### src/rtl/sram_arbiter.sv
// Two-port arbiter and pin sequencer for one asynchronous 256Kx16 SRAM.
// The host port has priority; the secondary port is guaranteed a slot after MAX_DEFER host grants.
module sram_arbiter #(
  parameter int unsigned WAIT_CYCLES = 32'd2,
  parameter int unsigned MAX_DEFER   = 32'd4,
  parameter int unsigned ADDR_W      = 32'd18,
  parameter int unsigned DATA_W      = 32'd16
) (
  input  logic              clk,
  input  logic              reset_n,
  input  logic              hst_req,
  input  logic              hst_we,
  input  logic [ADDR_W-1:0] hst_addr,
  input  logic [DATA_W-1:0] hst_wdata,
  input  logic              hst_abort,
  output logic              hst_ack,
  output logic [DATA_W-1:0] hst_rdata,
  input  logic              sec_req,
  input  logic              sec_we,
  input  logic [ADDR_W-1:0] sec_addr,
  input  logic [DATA_W-1:0] sec_wdata,
  output logic              sec_ack,
  output logic [DATA_W-1:0] sec_rdata,
  output logic [ADDR_W-1:0] address_pins,
  input  logic [DATA_W-1:0] sram_data_in,
  output logic [DATA_W-1:0] sram_data_out,
  output logic              sram_data_out_en,
  output logic              RAMCS,
  output logic              RAMOE,
  output logic              RAMWE,
  output logic              busy,
  output logic              owner
);

  typedef enum logic [1:0] {
    IDLE    = 2'd0,
    SETUP   = 2'd1,
    ACCESS  = 2'd2,
    RECOVER = 2'd3
  } state_t;

  localparam logic [3:0] WAIT_LAST = 4'(WAIT_CYCLES - 32'd1);
  localparam logic [3:0] DEFER_MAX = 4'(MAX_DEFER);

  state_t              state_r;
  logic [3:0]          wait_cnt_r;
  logic [3:0]          defer_cnt_r;
  logic [ADDR_W-1:0]   addr_r;
  logic [DATA_W-1:0]   wdata_r;
  logic                we_r;
  logic                owner_r;
  logic                last_sec_r;
  logic                abort_seen_r;
  logic                hst_ack_r;
  logic                sec_ack_r;
  logic [DATA_W-1:0]   hst_rdata_r;
  logic [DATA_W-1:0]   sec_rdata_r;
  logic                dout_en_r;
  logic                ramcs_r;
  logic                ramoe_r;
  logic                ramwe_r;

  logic                hst_live_s;
  logic                sec_force_s;
  logic                sec_win_s;
  logic                hst_win_s;
  logic                hst_abort_own_s;
  logic                next_we_s;
  logic [ADDR_W-1:0]   next_addr_s;
  logic [DATA_W-1:0]   next_wdata_s;

  // A host request raised together with abort is not a request. The forced secondary
  // slot is skipped right after a secondary grant, which gives alternation at MAX_DEFER=0.
  assign hst_live_s      = hst_req & ~hst_abort;
  assign sec_force_s     = (defer_cnt_r == DEFER_MAX) & ~last_sec_r;
  assign sec_win_s       = sec_req & (~hst_live_s | sec_force_s);
  assign hst_win_s       = hst_live_s & ~sec_win_s;
  assign hst_abort_own_s = hst_abort & ~owner_r;
  assign next_we_s       = sec_win_s ? sec_we    : hst_we;
  assign next_addr_s     = sec_win_s ? sec_addr  : hst_addr;
  assign next_wdata_s    = sec_win_s ? sec_wdata : hst_wdata;

  assign hst_ack          = hst_ack_r & ~hst_abort;
  assign sec_ack          = sec_ack_r;
  assign hst_rdata        = hst_rdata_r;
  assign sec_rdata        = sec_rdata_r;
  assign address_pins     = addr_r;
  assign sram_data_out    = wdata_r;
  assign sram_data_out_en = dout_en_r;
  assign RAMCS            = ramcs_r;
  assign RAMOE            = ramoe_r;
  assign RAMWE            = ramwe_r;
  assign busy             = (state_r != IDLE);
  assign owner            = owner_r;

  // Sequencer: arbitration, SRAM pin timing and completion pulses.
  always_ff @(posedge clk or negedge reset_n) begin
    if (!reset_n) begin
      state_r      <= IDLE;
      wait_cnt_r   <= 4'd0;
      defer_cnt_r  <= 4'd0;
      addr_r       <= '0;
      wdata_r      <= '0;
      we_r         <= 1'b0;
      owner_r      <= 1'b0;
      last_sec_r   <= 1'b0;
      abort_seen_r <= 1'b0;
      hst_ack_r    <= 1'b0;
      sec_ack_r    <= 1'b0;
      hst_rdata_r  <= '0;
      sec_rdata_r  <= '0;
      dout_en_r    <= 1'b0;
      ramcs_r      <= 1'b1;
      ramoe_r      <= 1'b1;
      ramwe_r      <= 1'b1;
    end else begin
      case (state_r)
        IDLE: begin
          if (sec_win_s || hst_win_s) begin
            state_r      <= SETUP;
            owner_r      <= sec_win_s;
            last_sec_r   <= sec_win_s;
            we_r         <= next_we_s;
            addr_r       <= next_addr_s;
            wdata_r      <= next_wdata_s;
            ramcs_r      <= 1'b0;
            ramoe_r      <= next_we_s;
            dout_en_r    <= next_we_s;
            wait_cnt_r   <= WAIT_LAST;
            abort_seen_r <= 1'b0;
            if (sec_win_s) begin
              defer_cnt_r <= 4'd0;
            end else if (sec_req && (defer_cnt_r != DEFER_MAX)) begin
              defer_cnt_r <= defer_cnt_r + 4'd1;
            end else begin
              defer_cnt_r <= defer_cnt_r;
            end
          end else begin
            state_r <= IDLE;
          end
        end
        SETUP: begin
          if (hst_abort_own_s) begin
            state_r   <= IDLE;
            ramcs_r   <= 1'b1;
            ramoe_r   <= 1'b1;
            dout_en_r <= 1'b0;
          end else begin
            state_r <= ACCESS;
            ramwe_r <= ~we_r;
          end
        end
        ACCESS: begin
          abort_seen_r <= abort_seen_r | hst_abort_own_s;
          if (wait_cnt_r == 4'd0) begin
            state_r   <= RECOVER;
            ramwe_r   <= 1'b1;
            ramoe_r   <= 1'b1;
            sec_ack_r <= owner_r;
            hst_ack_r <= ~owner_r & ~abort_seen_r & ~hst_abort;
            if (!we_r && owner_r) begin
              sec_rdata_r <= sram_data_in;
            end else if (!we_r) begin
              hst_rdata_r <= sram_data_in;
            end else begin
              hst_rdata_r <= hst_rdata_r;
            end
          end else begin
            wait_cnt_r <= wait_cnt_r - 4'd1;
          end
        end
        RECOVER: begin
          // CS, address and write data were held through this cycle for hold/turnaround.
          state_r   <= IDLE;
          hst_ack_r <= 1'b0;
          sec_ack_r <= 1'b0;
          ramcs_r   <= 1'b1;
          dout_en_r <= 1'b0;
        end
        default: begin
          state_r <= IDLE;
        end
      endcase
    end
  end

endmodule

### config.mk
export PLATFORM = sky130hd
export DESIGN_NAME = sram_arbiter
export DESIGN_NICKNAME = d
export VERILOG_FILES = /design/src/rtl/sram_arbiter.sv
export SDC_FILE = /design/constraint.sdc
export NUM_CORES = 1
export LEC_CHECK = 0
export ABC_AREA = 1
export BUFFER_PORTS_ARGS = -buffer_cell sky130_fd_sc_hd__buf_2
export CAP_MARGIN = 20
export CELL_PAD_IN_SITES_DETAIL_PLACEMENT = 0
export CELL_PAD_IN_SITES_GLOBAL_PLACEMENT = 1
export CORE_MARGIN = 1
export CORE_UTILIZATION = 35
export DETAILED_ROUTE_END_ITERATION = 16
export PLACE_DENSITY_LB_ADDON = 0.2
export SYNTH_ARGS = -nofsm -noshare
export SYNTH_HDL_FRONTEND = slang
export SYNTH_SLANG_ARGS = --single-unit
### constraint.sdc
create_clock -name clk -period 3.75 [get_ports clk]
set_input_delay 0.1875 -clock clk [delete_from_list [all_inputs] [get_ports clk]]
set_output_delay 0.1875 -clock clk [all_outputs]
set_load 0.02 [all_outputs]
==> results.ini <==
[global_routing]
grt.total_usage_pct = 17.7
grt.busiest_layer = met2
grt_use_met2_pct = 29.6
grt_pass1_vias = 3612
use_met1_pct = 21.2
grt_max_degree = 50
antenna_found_initial = 0
grt_overflow = 0
grt_pass1_wl_um = 16200
met3_usage_pct = 6.16

[setup_path]
arrival_ps = 2610
worstSetupPathType = flip-flop to flip-flop
r2r_start = state_r[0]$_DFFE_PN0P_
r2r_cells = 6
crit_path_end_kind = flip-flop
cp_max_fo = 32
path_buf_inv = 2
slowest_delay_ps = 710
critPathTopFamily = simple AND/OR/NAND/NOR gates
cpMaxStageDelayCell = nand3_1
crit_path_start = state_r[0]$_DFFE_PN0P_
cp.depth = 6
path_cells = inv_1, ha_1, inv_2, nor2_4, nand3_1, o21ai_0
cp.required_ps = 3980
start_kind = flip-flop

[cells_and_area]
regArea_um2 = 2130
fillers = 1082
nets = 770
fin_area_um2 = 5210
final_layout_size_suffix_gt1_share_pct = 29.0
multiInputGateArea_um2 = 1490
syn2layout_area_growth_pct = 30.2
antenna_cells = 0

[cts]
cts_resized = 0
root_buffer = clkbuf_16
cts_num_sinks = 85
cts-hold-fix-buffers = 1
cts_tree = built
clockBufferDepth = 2
numCtsBuffers = 9
post_cts_buffers = 0
clk_latency_ps = 340
cts_max_level = 3
cts.clk_slew.worst_paths_ps = 70

[timing]
rsz0062_at_grt = false
setup_viol = 0
hold_violations = 0
slew-limit-headroom_pct = 32.4
fin_ws_ps = 1360
slew_violations = 0
post-route-min-period_ps = 2390
worst_pin_slew_ps = 1010
max_freq_mhz = 419
fin_skew_ps = 7.83
fin_tns_setup_ps = 0
fin_crit_sh_pct = 63.6

[logic_synthesis]
syn_area_per_cell_um2 = 7.81
yosys-top-cells-area = dfrtp_1, nand2_1, inv_1, o21ai_1, o21ai_0
synth_fp_nets = 610
yosysWarnings = 0
syn-instance-count = 512
yosysTopAreaCellShare_pct = 51.3
ys_seq_area_share_pct = 53.3
synth-seq-cells = 85
synth_cell_types = 26
syn_area_um2 = 4000
yosys.area.top_type = dfrtp_1

[routing]
vias_per_cell = 4.51
ant_nets = 0
drtIter0Drc = 106
drt_first_pass_iters = 4
wirelength_um = 9840
wl_per_cell_um = 12.1
via_count = 3677
drc = 0

[power_and_ir_drop]
p_clk_share_pct = 18.2
peakVddDrop_uv = 333
leakage_nw = 2.94
p_seq_share_pct = 36.5
pwr_density_cell_nw_per_um2 = 856
p_switching_mw = 1.95
netSwitchingFraction_pct = 43.8
totalPowerFinal_mw = 4.46
internal_power_mw = 2.51
p_comb_share_pct = 45.3

[worst_hold_path]
hold_class = primary input to flip-flop
holdPathStages = 3
worstHoldStart = sec_addr[12]

[placement]
routabilityCongestion = 0.847
dp_hpwl_um = 7120
pre_cts_ws_ps = 1360
port_buffers = 164
placed_area_um2 = 4930

[die]
rows = 38
dieWidth_um = 109
dieHeight_um = 109
initial_core_util_pct = 36.4
die_area_um2 = 11900
io_pins = 165
core_area_um2 = 11000

[status]
outcome = complete, no violations

[run]
maxCapViolCount = 0

## layer usage
layer	share of wire [%]	routed length, µm	up-vias
li1	-	-	1897
met1	45	4390	1658
met2	46	4550	109
met3	7.6	748	13
met4	1.5	150	0
met5	0	0	-
## path summary, 6_finish.rpt
check                                          endpoint  slack (ps)
max                            sec_rdata[5]$_DFFE_PN0P_        1360
min reg2reg                    hst_rdata[8]$_DFFE_PN0P_         480
min in group asynchronous      hst_rdata[1]$_DFFE_PN0P_         400
max reg2reg                    sec_rdata[5]$_DFFE_PN0P_        1360
max in group asynchronous     hst_rdata[11]$_DFFE_PN0P_        2430
min                        address_pins[12]$_DFFE_PN0P_         100
## cell usage in the layout (no fill, tap or decap), drive strengths merged, types with 2 or more instances in the layout
cell type	synthesis	layout
nand2	170	170
buf	13	167
dfrtp	82	82
o21ai	82	82
inv	77	78
nor2	46	46
nand3	12	12
clkbuf	6	10
ha	7	7
a21oi	5	5
dfstp	3	3
clkinvlp	0	2
clkinv	0	2
## worst min-delay path, stage by stage
cell	delay, ps
buf_2	70
nor2_1	30
o21ai_1	110
## state kept, by name (all words and copies together), names as in the netlist, 4 cells and up, named ones only
name	cells
address_pins	18
hst_rdata	16
sec_rdata	16
wait_cnt_r	4
sram_data_out	16
defer_cnt_r	4
## Yosys cell counts
cell      instances
a21oi_1           4
a21oi_4           1
a31oi_1           1
and3_1            1
buf_2            13
clkbuf_1          6
dfrtp_1          82
dfstp_2           3
ha_1              7
inv_1            73
inv_2             4
nand2_1         167
nand2_2           3
nand3_1          10
nand3_2           2
nor2_1           45
nor2_4            1
nor4_1            1
o211ai_1          1
o21a_1            1
o21ai_0          40
o21ai_1          42
o22ai_1           1
o31ai_1           1
or2_2             1
xor2_1            1
## layout make-up
| class | instances | share of cell area [%] |
|---|---|---|
| tap | 140 | 3.36 |
| multi-input combinational | 331 | 28.7 |
| timing repair buffer | 168 | 16.4 |
| inverter | 77 | 5.55 |
| clock buffer | 10 | 4.39 |
| clock inverter | 5 | 0.720 |
| sequential | 85 | 40.9 |
## power groups by stage
| stage | registers [mW] | logic, mW | clock network [mW] |
|---|---|---|---|
| 6_report | 1.63 | 2.02 | 0.812 |
| 5_1_grt | 1.69 | 2.29 | 0.883 |
| 4_1_cts | 1.63 | 2.06 | 0.840 |
| 3_5_place_dp | 1.64 | 2.06 | 0 |
| 3_3_place_gp | 1.63 | 2.03 | 0 |
| 2_1_floorplan | 2.11 | 0.866 | 0 |
## logic make-up after synthesis
| family | Yosys count | synth area share [%] |
|---|---|---|
| AO/OA/AOI/OAI | 92 | 12.0 |
| XOR/XNOR | 1 | 0.219 |
| adder cells (fa/ha/maj) | 7 | 2.19 |
| buffers and inverters | 96 | 9.41 |
| flip-flops | 85 | 53.3 |
| AND/OR/NAND/NOR | 231 | 22.9 |
## through the flow
step	hold slack [ps]	instances	util, %
2_1_floorplan	-108	512	-
3_3_place_gp	256	800	44.9
3_5_place_dp	266	800	44.9
4_1_cts	87.8	816	47.4
5_1_grt	95.7	816	47.4
6_report	99.2	816	47.4
(Power assumes the default switching activity.)
